### config.mk
export PLATFORM = sky130hd
export DESIGN_NAME = snake_input_conditioner_flat
export DESIGN_NICKNAME = d
export VERILOG_FILES = /design/src/rtl/snake_input_conditioner_if.sv /design/src/rtl/snake_input_conditioner.sv /design/src/flat_wrapper.sv
export SDC_FILE = /design/constraint.sdc
export NUM_CORES = 1
export LEC_CHECK = 0
export CORE_ASPECT_RATIO = 1.1
export CORE_MARGIN = 2
export CORE_UTILIZATION = 35
export DETAILED_ROUTE_END_ITERATION = 12
export PLACE_DENSITY = 0.54
export SYNTH_ARGS = -nofsm -noshare
export SYNTH_HDL_FRONTEND = slang
export SYNTH_SLANG_ARGS = --single-unit
export TNS_END_PERCENT = 30
### constraint.sdc
create_clock -name clk -period 2.1 [get_ports clk]
set_input_delay 0.42 -clock clk [delete_from_list [all_inputs] [get_ports clk]]
set_output_delay 0.42 -clock clk [all_outputs]
set_load 0.05 [all_outputs]
### src/rtl/snake_input_conditioner_if.sv
// rtl/snake_input_conditioner_if.sv - button inputs, direction queue and game-control outputs
interface snake_input_conditioner_if;
  logic       i_up;
  logic       i_down;
  logic       i_left;
  logic       i_right;
  logic       i_pause;
  logic       i_restart;
  logic       i_dir_pop;
  logic [1:0] o_dir;
  logic       o_dir_valid;
  logic       o_paused;
  logic       o_pause_tgl;
  logic       o_restart;

  modport master (
    output i_up, i_down, i_left, i_right, i_pause, i_restart, i_dir_pop,
    input  o_dir, o_dir_valid, o_paused, o_pause_tgl, o_restart
  );

  modport slave (
    input  i_up, i_down, i_left, i_right, i_pause, i_restart, i_dir_pop,
    output o_dir, o_dir_valid, o_paused, o_pause_tgl, o_restart
  );
endinterface

### src/rtl/snake_input_conditioner.sv
// rtl/snake_input_conditioner.sv - sync, debounce and direction queueing for the snake buttons
module snake_input_conditioner #(
  parameter int SYNC_STAGES     = 2,
  parameter int DEBOUNCE_CYCLES = 250000,
  parameter int FIFO_DEPTH      = 2
) (
  input logic                      clk,
  input logic                      rst,
  snake_input_conditioner_if.slave bus
);
  localparam int DBW = $clog2(DEBOUNCE_CYCLES + 1);
  localparam int CW  = $clog2(FIFO_DEPTH + 1);
  localparam logic [DBW-1:0] DB_LIMIT = DBW'(DEBOUNCE_CYCLES);
  localparam logic [CW-1:0]  FULL_CNT = CW'(FIFO_DEPTH);

  // Button bit order: 0 up, 1 down, 2 left, 3 right, 4 pause, 5 restart
  logic [5:0]     raw;
  logic [5:0]     sync_r [SYNC_STAGES];
  logic [5:0]     synced;
  logic [DBW-1:0] db_cnt [6];
  logic [5:0]     stable;
  logic [5:0]     stable_q;
  logic [5:0]     press;

  logic [1:0]     q [FIFO_DEPTH];
  logic [1:0]     q_next [FIFO_DEPTH];
  logic [CW-1:0]  count;
  logic [CW-1:0]  count_next;
  logic [CW-1:0]  wr_cnt;
  logic [1:0]     heading;
  logic           paused;
  logic           pause_tgl;
  logic           restart;

  logic           pop;
  logic           full;
  logic           cand_valid;
  logic [1:0]     cand;
  logic [1:0]     ref_dir;
  logic           accept;

  assign raw    = {bus.i_restart, bus.i_pause, bus.i_right, bus.i_left, bus.i_down, bus.i_up};
  assign synced = sync_r[SYNC_STAGES-1];
  assign press  = stable & ~stable_q;

  assign bus.o_dir       = q[0];
  assign bus.o_dir_valid = (count != '0);
  assign bus.o_paused    = paused;
  assign bus.o_pause_tgl = pause_tgl;
  assign bus.o_restart   = restart;

  // Synchronise every button, then accept a new level only after it has persisted
  always_ff @(posedge clk) begin
    if (rst) begin
      for (int s = 0; s < SYNC_STAGES; s++) sync_r[s] <= '0;
      for (int k = 0; k < 6; k++) db_cnt[k] <= '0;
      stable   <= '0;
      stable_q <= '0;
    end else begin
      sync_r[0] <= raw;
      for (int s = 1; s < SYNC_STAGES; s++) sync_r[s] <= sync_r[s-1];
      stable_q <= stable;
      for (int k = 0; k < 6; k++) begin
        if (synced[k] == stable[k]) begin
          db_cnt[k] <= '0;
        end else if (db_cnt[k] == DB_LIMIT) begin
          stable[k] <= synced[k];
          db_cnt[k] <= '0;
        end else begin
          db_cnt[k] <= db_cnt[k] + 1'b1;
        end
      end
    end
  end

  // Pick one direction candidate, check it against the newest queued heading, build next queue
  always_comb begin
    pop        = bus.i_dir_pop & (count != '0);
    full       = (count == FULL_CNT);
    cand_valid = |press[3:0];
    if (press[0])      cand = 2'b00;
    else if (press[1]) cand = 2'b01;
    else if (press[2]) cand = 2'b10;
    else               cand = 2'b11;

    // Compare against the last queued entry so chained turns are judged in order
    ref_dir = heading;
    for (int i = 0; i < FIFO_DEPTH; i++) begin
      if (CW'(i + 1) == count) ref_dir = q[i];
    end

    accept = cand_valid && (cand != ref_dir) && (cand != (ref_dir ^ 2'b01)) && (!full || pop);

    for (int i = 0; i < FIFO_DEPTH; i++) q_next[i] = q[i];
    count_next = count;
    if (pop) begin
      for (int i = 0; i < FIFO_DEPTH - 1; i++) q_next[i] = q[i+1];
      q_next[FIFO_DEPTH-1] = 2'b00;
      count_next = count - 1'b1;
    end
    wr_cnt = pop ? count - 1'b1 : count;
    if (accept) begin
      for (int i = 0; i < FIFO_DEPTH; i++) begin
        if (CW'(i) == wr_cnt) q_next[i] = cand;
      end
      count_next = count_next + 1'b1;
    end
  end

  // Game-facing state: restart wins over every other same-cycle event
  always_ff @(posedge clk) begin
    if (rst) begin
      for (int i = 0; i < FIFO_DEPTH; i++) q[i] <= 2'b00;
      count     <= '0;
      heading   <= 2'b11;
      paused    <= 1'b0;
      pause_tgl <= 1'b0;
      restart   <= 1'b0;
    end else begin
      pause_tgl <= 1'b0;
      restart   <= 1'b0;
      if (press[5]) begin
        restart <= 1'b1;
        for (int i = 0; i < FIFO_DEPTH; i++) q[i] <= 2'b00;
        count   <= '0;
        heading <= 2'b11;
        paused  <= 1'b0;
      end else begin
        if (press[4]) begin
          paused    <= ~paused;
          pause_tgl <= 1'b1;
        end
        if (pop) heading <= q[0];
        for (int i = 0; i < FIFO_DEPTH; i++) q[i] <= q_next[i];
        count <= count_next;
      end
    end
  end
endmodule

### src/flat_wrapper.sv
// flat-port wrapper written by rule: the top's interface ports become plain ports
module snake_input_conditioner_flat 
#(
  parameter int SYNC_STAGES     = 2,
  parameter int DEBOUNCE_CYCLES = 250000,
  parameter int FIFO_DEPTH      = 2
)
  (clk, rst, bus_i_up, bus_i_down, bus_i_left, bus_i_right, bus_i_pause, bus_i_restart, bus_i_dir_pop, bus_o_dir, bus_o_dir_valid, bus_o_paused, bus_o_pause_tgl, bus_o_restart);
  snake_input_conditioner_if bus_i ();
  input logic clk;
  input logic rst;
  input wire logic [$bits(bus_i.i_up)-1:0] bus_i_up;
  input wire logic [$bits(bus_i.i_down)-1:0] bus_i_down;
  input wire logic [$bits(bus_i.i_left)-1:0] bus_i_left;
  input wire logic [$bits(bus_i.i_right)-1:0] bus_i_right;
  input wire logic [$bits(bus_i.i_pause)-1:0] bus_i_pause;
  input wire logic [$bits(bus_i.i_restart)-1:0] bus_i_restart;
  input wire logic [$bits(bus_i.i_dir_pop)-1:0] bus_i_dir_pop;
  output wire logic [$bits(bus_i.o_dir)-1:0] bus_o_dir;
  output wire logic [$bits(bus_i.o_dir_valid)-1:0] bus_o_dir_valid;
  output wire logic [$bits(bus_i.o_paused)-1:0] bus_o_paused;
  output wire logic [$bits(bus_i.o_pause_tgl)-1:0] bus_o_pause_tgl;
  output wire logic [$bits(bus_i.o_restart)-1:0] bus_o_restart;
  assign bus_i.i_up = bus_i_up;
  assign bus_i.i_down = bus_i_down;
  assign bus_i.i_left = bus_i_left;
  assign bus_i.i_right = bus_i_right;
  assign bus_i.i_pause = bus_i_pause;
  assign bus_i.i_restart = bus_i_restart;
  assign bus_i.i_dir_pop = bus_i_dir_pop;
  assign bus_o_dir = bus_i.o_dir;
  assign bus_o_dir_valid = bus_i.o_dir_valid;
  assign bus_o_paused = bus_i.o_paused;
  assign bus_o_pause_tgl = bus_i.o_pause_tgl;
  assign bus_o_restart = bus_i.o_restart;
  snake_input_conditioner #(.SYNC_STAGES(SYNC_STAGES), .DEBOUNCE_CYCLES(DEBOUNCE_CYCLES), .FIFO_DEPTH(FIFO_DEPTH)) u_core (.clk(clk), .rst(rst), .bus(bus_i));
endmodule
==> results.json <==
{
  "mostFrequentLayoutCells": "nor2_1 (130), edfxtp_1 (112), conb_1 (112)",
  "crit_slowest_cell": "clkdlybuf4s50_1",
  "ctsLongestPathBuffers": 2,
  "die_x_um": 142,
  "die-area_mm2": 0.0221,
  "layout_commonest_cell": "nor2_1",
  "leakage_nw": 3.40,
  "drt-pass1-iter-count": 5,
  "max_freq_ghz": 0.496,
  "antenna_found_initial": 0,
  "hold_buffers": 0,
  "syn_area_per_cell_um2": 10.6,
  "io_pins": 15,
  "grt_max_degree": 25,
  "setup_viol": 0,
  "cp-start-kind": "register",
  "crit_path_max_fanout": 1,
  "grt_pass1_vias": 4699,
  "multi_input_area_mm2": 0.00355,
  "fin_cells": 1120,
  "dp_cells": 1088,
  "setup.worst_path.class": "reg -> out",
  "drt_iter0_markers": 247,
  "rsz0062_at_grt": "no",
  "finalWeightedCongestion": 0.784,
  "routedWlPerCell_um": 11.1,
  "core_mm2": 0.0206,
  "cpPeakStageDelay_ns": 0.82,
  "ys.flop_type": "edfxtp_1",
  "synth-seq-cells": 142,
  "status": "complete, no violations",
  "fill_cells": 1989,
  "total_power_mw": 6.74,
  "regArea_mm2": 0.00397,
  "syn_to_final_growth_pct": 22.9,
  "synth_edf_count": 112,
  "period_minus_slack_ns": 2.02,
  "vias": 4939,
  "hold_violations": 0,
  "peakVddDrop_v": 0.000588,
  "clock_sinks": 142,
  "netlist.area_leader.share_pct": 45.9,
  "synth_area_leaders": "edfxtp_1 (46%), dfxtp_1 (8.2%), xor2_1 (8.1%)",
  "crit_buf_inv": 1,
  "cts-root-buf": "clkbuf_16",
  "grt-ovfl-total": 0,
  "htreeDepth": 4,
  "die_y_um": 156,
  "place_ws_ns": -0.264,
  "drv_slew": 0,
  "p_per_area_mw_per_mm2": 749,
  "synth_cells": 691,
  "numCtsBuffers": 17,
  "clkTransAtPathRegs_ns": 0.06,
  "grt_first_pass_wirelength_mm": 21.8,
  "hold_class": "reg -> reg",
  "critPathTopFamily": "buffers and inverters",
  "endpoint_kind": "primary output",
  "via_per_inst": 4.41,
  "post-dp-hpwl_mm": 8.82,
  "nets": 877,
  "cp.required_ns": 1.68,
  "num_antenna_cells": 0,
  "seq_area_frac_synth_pct": 54.1,
  "cts_tree": "yes",
  "finClkSkew_ns": 0.00663,
  "port_buffers": 14,
  "final_antenna_net_count": 0,
  "worst-endpoint-arrival_ns": 1.60,
  "synthArstFlopShare_pct": 0,
  "layout-drive-gt1-share_pct": 9.61,
  "drv_cap": 0,
  "worstSkewPairLatency_ns": 0.42,
  "syn_area_mm2": 0.00732,
  "start_util_pct": 35.6,
  "wirelength_mm": 12.4,
  "synth_warnings": 0,
  "drc": 0,
  "ys_types": 46,
  "crit_path_cell_trace": "clkdlybuf4s50_1",
  "grt_usage_pct": 12.4,
  "fin_ws_ns": 0.0837,
  "yosys.area.top_type": "edfxtp_1",
  "final_util_pct": 43.7,
  "rows": 55,
  "period_share_pct": 96.0,
  "fin_setup_tns_ns": 0
}
==> final timing paths <==
kind,from,end,slack [ns],cells past startpoint
max,u_core.bus.o_restart$_DFF_P_,bus_o_restart,0.08,1
min,u_core.sync_r[0][1]$_SDFF_PP0_,u_core.sync_r[0][7]$_SDFF_PP0_,0.44,1
max reg2reg,u_core.count[1]$_SDFF_PN0_,u_core.q[0][3]$_SDFFCE_PN0P_,0.12,9
min reg2reg,u_core.sync_r[0][1]$_SDFF_PP0_,u_core.sync_r[0][7]$_SDFF_PP0_,0.44,1
==> report_power, final <==
group          internal [mW]  switching (mW)
clock network           1.74            1.19
registers               3.15           0.104
logic                  0.261           0.289
total                   5.15            1.58
==> cells in the mapped netlist (all sizes together) (2+ instances only) <==
cell type  number
inv            27
nor4            9
and2            7
ha             17
buf            14
a21oi           6
and3           21
or4             2
clkbuf          8
nor4bb          2
and4            9
xnor2          36
nor2          130
mux2i           7
nand3          42
nor4b           6
nand2b          3
dfxtp          30
a31oi           2
nand3b          5
nor3           10
or3             6
a21o            2
nand2          46
edfxtp        112
nand4b          3
xor2           68
o21ai           5
nand4          20
nor2b          24
==> layout make-up <==
cell class / instances / area share (%)
multi-input combinational: 611 / 39.5
tap: 256 / 3.56
inverter: 27 / 1.13
clock buffer: 17 / 4.73
clock inverter: 15 / 1.64
sequential: 142 / 44.1
timing repair buffer: 52 / 5.39
==> kinds of logic after synthesis <==
family	count (synthesis)	share of synthesized area (%)
multiplexers	8	1.11
buffers and inverters	49	3.43
flip-flops	142	54.1
other	1	0.0512
adder cells (fa/ha/maj)	17	2.90
XOR/XNOR	104	12.4
AND/OR/NAND/NOR	347	23.9
AO/OA/AOI/OAI	23	2.07
==> repair_timing <==
action,4_1_cts,5_1_grt
hold endpoints to repair,0,0
resized for setup,1,8
endpoints found under the setup margin,2,22
cloned,0,0
pin swaps,0,2
setup buffers,0,0
==> state kept, by name, indices dropped and copies added, names as in the netlist <==
name                    flops
u_core.bus.o_restart        1
u_core.db_cnt             108
u_core.stable               6
u_core.count                2
u_core.bus.o_paused         1
u_core.sync_r              12
u_core.stable_q             6
u_core.heading              1
u_core.bus.o_pause_tgl      1
u_core.q                    4
==> routing by layer <==
metal  global-route usage (%)  vias to the layer above  share of wire [%]
met2                     19.2                       52                 45
li1                         -                     2609                  -
met1                     16.5                     2266                 50
met3                     3.31                       12                2.5
met4                     5.29                        0                1.6
met5                        0                        -                  0
==> stage by stage <==
stage          area, um2  hold WS, ns
2_1_floorplan       7740        0.414
3_3_place_gp        8390        0.417
3_5_place_dp        8390        0.429
4_1_cts             8970        0.443
5_1_grt             9000        0.462
6_report            9000        0.435
Note: power is estimated with default switching activity, not from simulation.
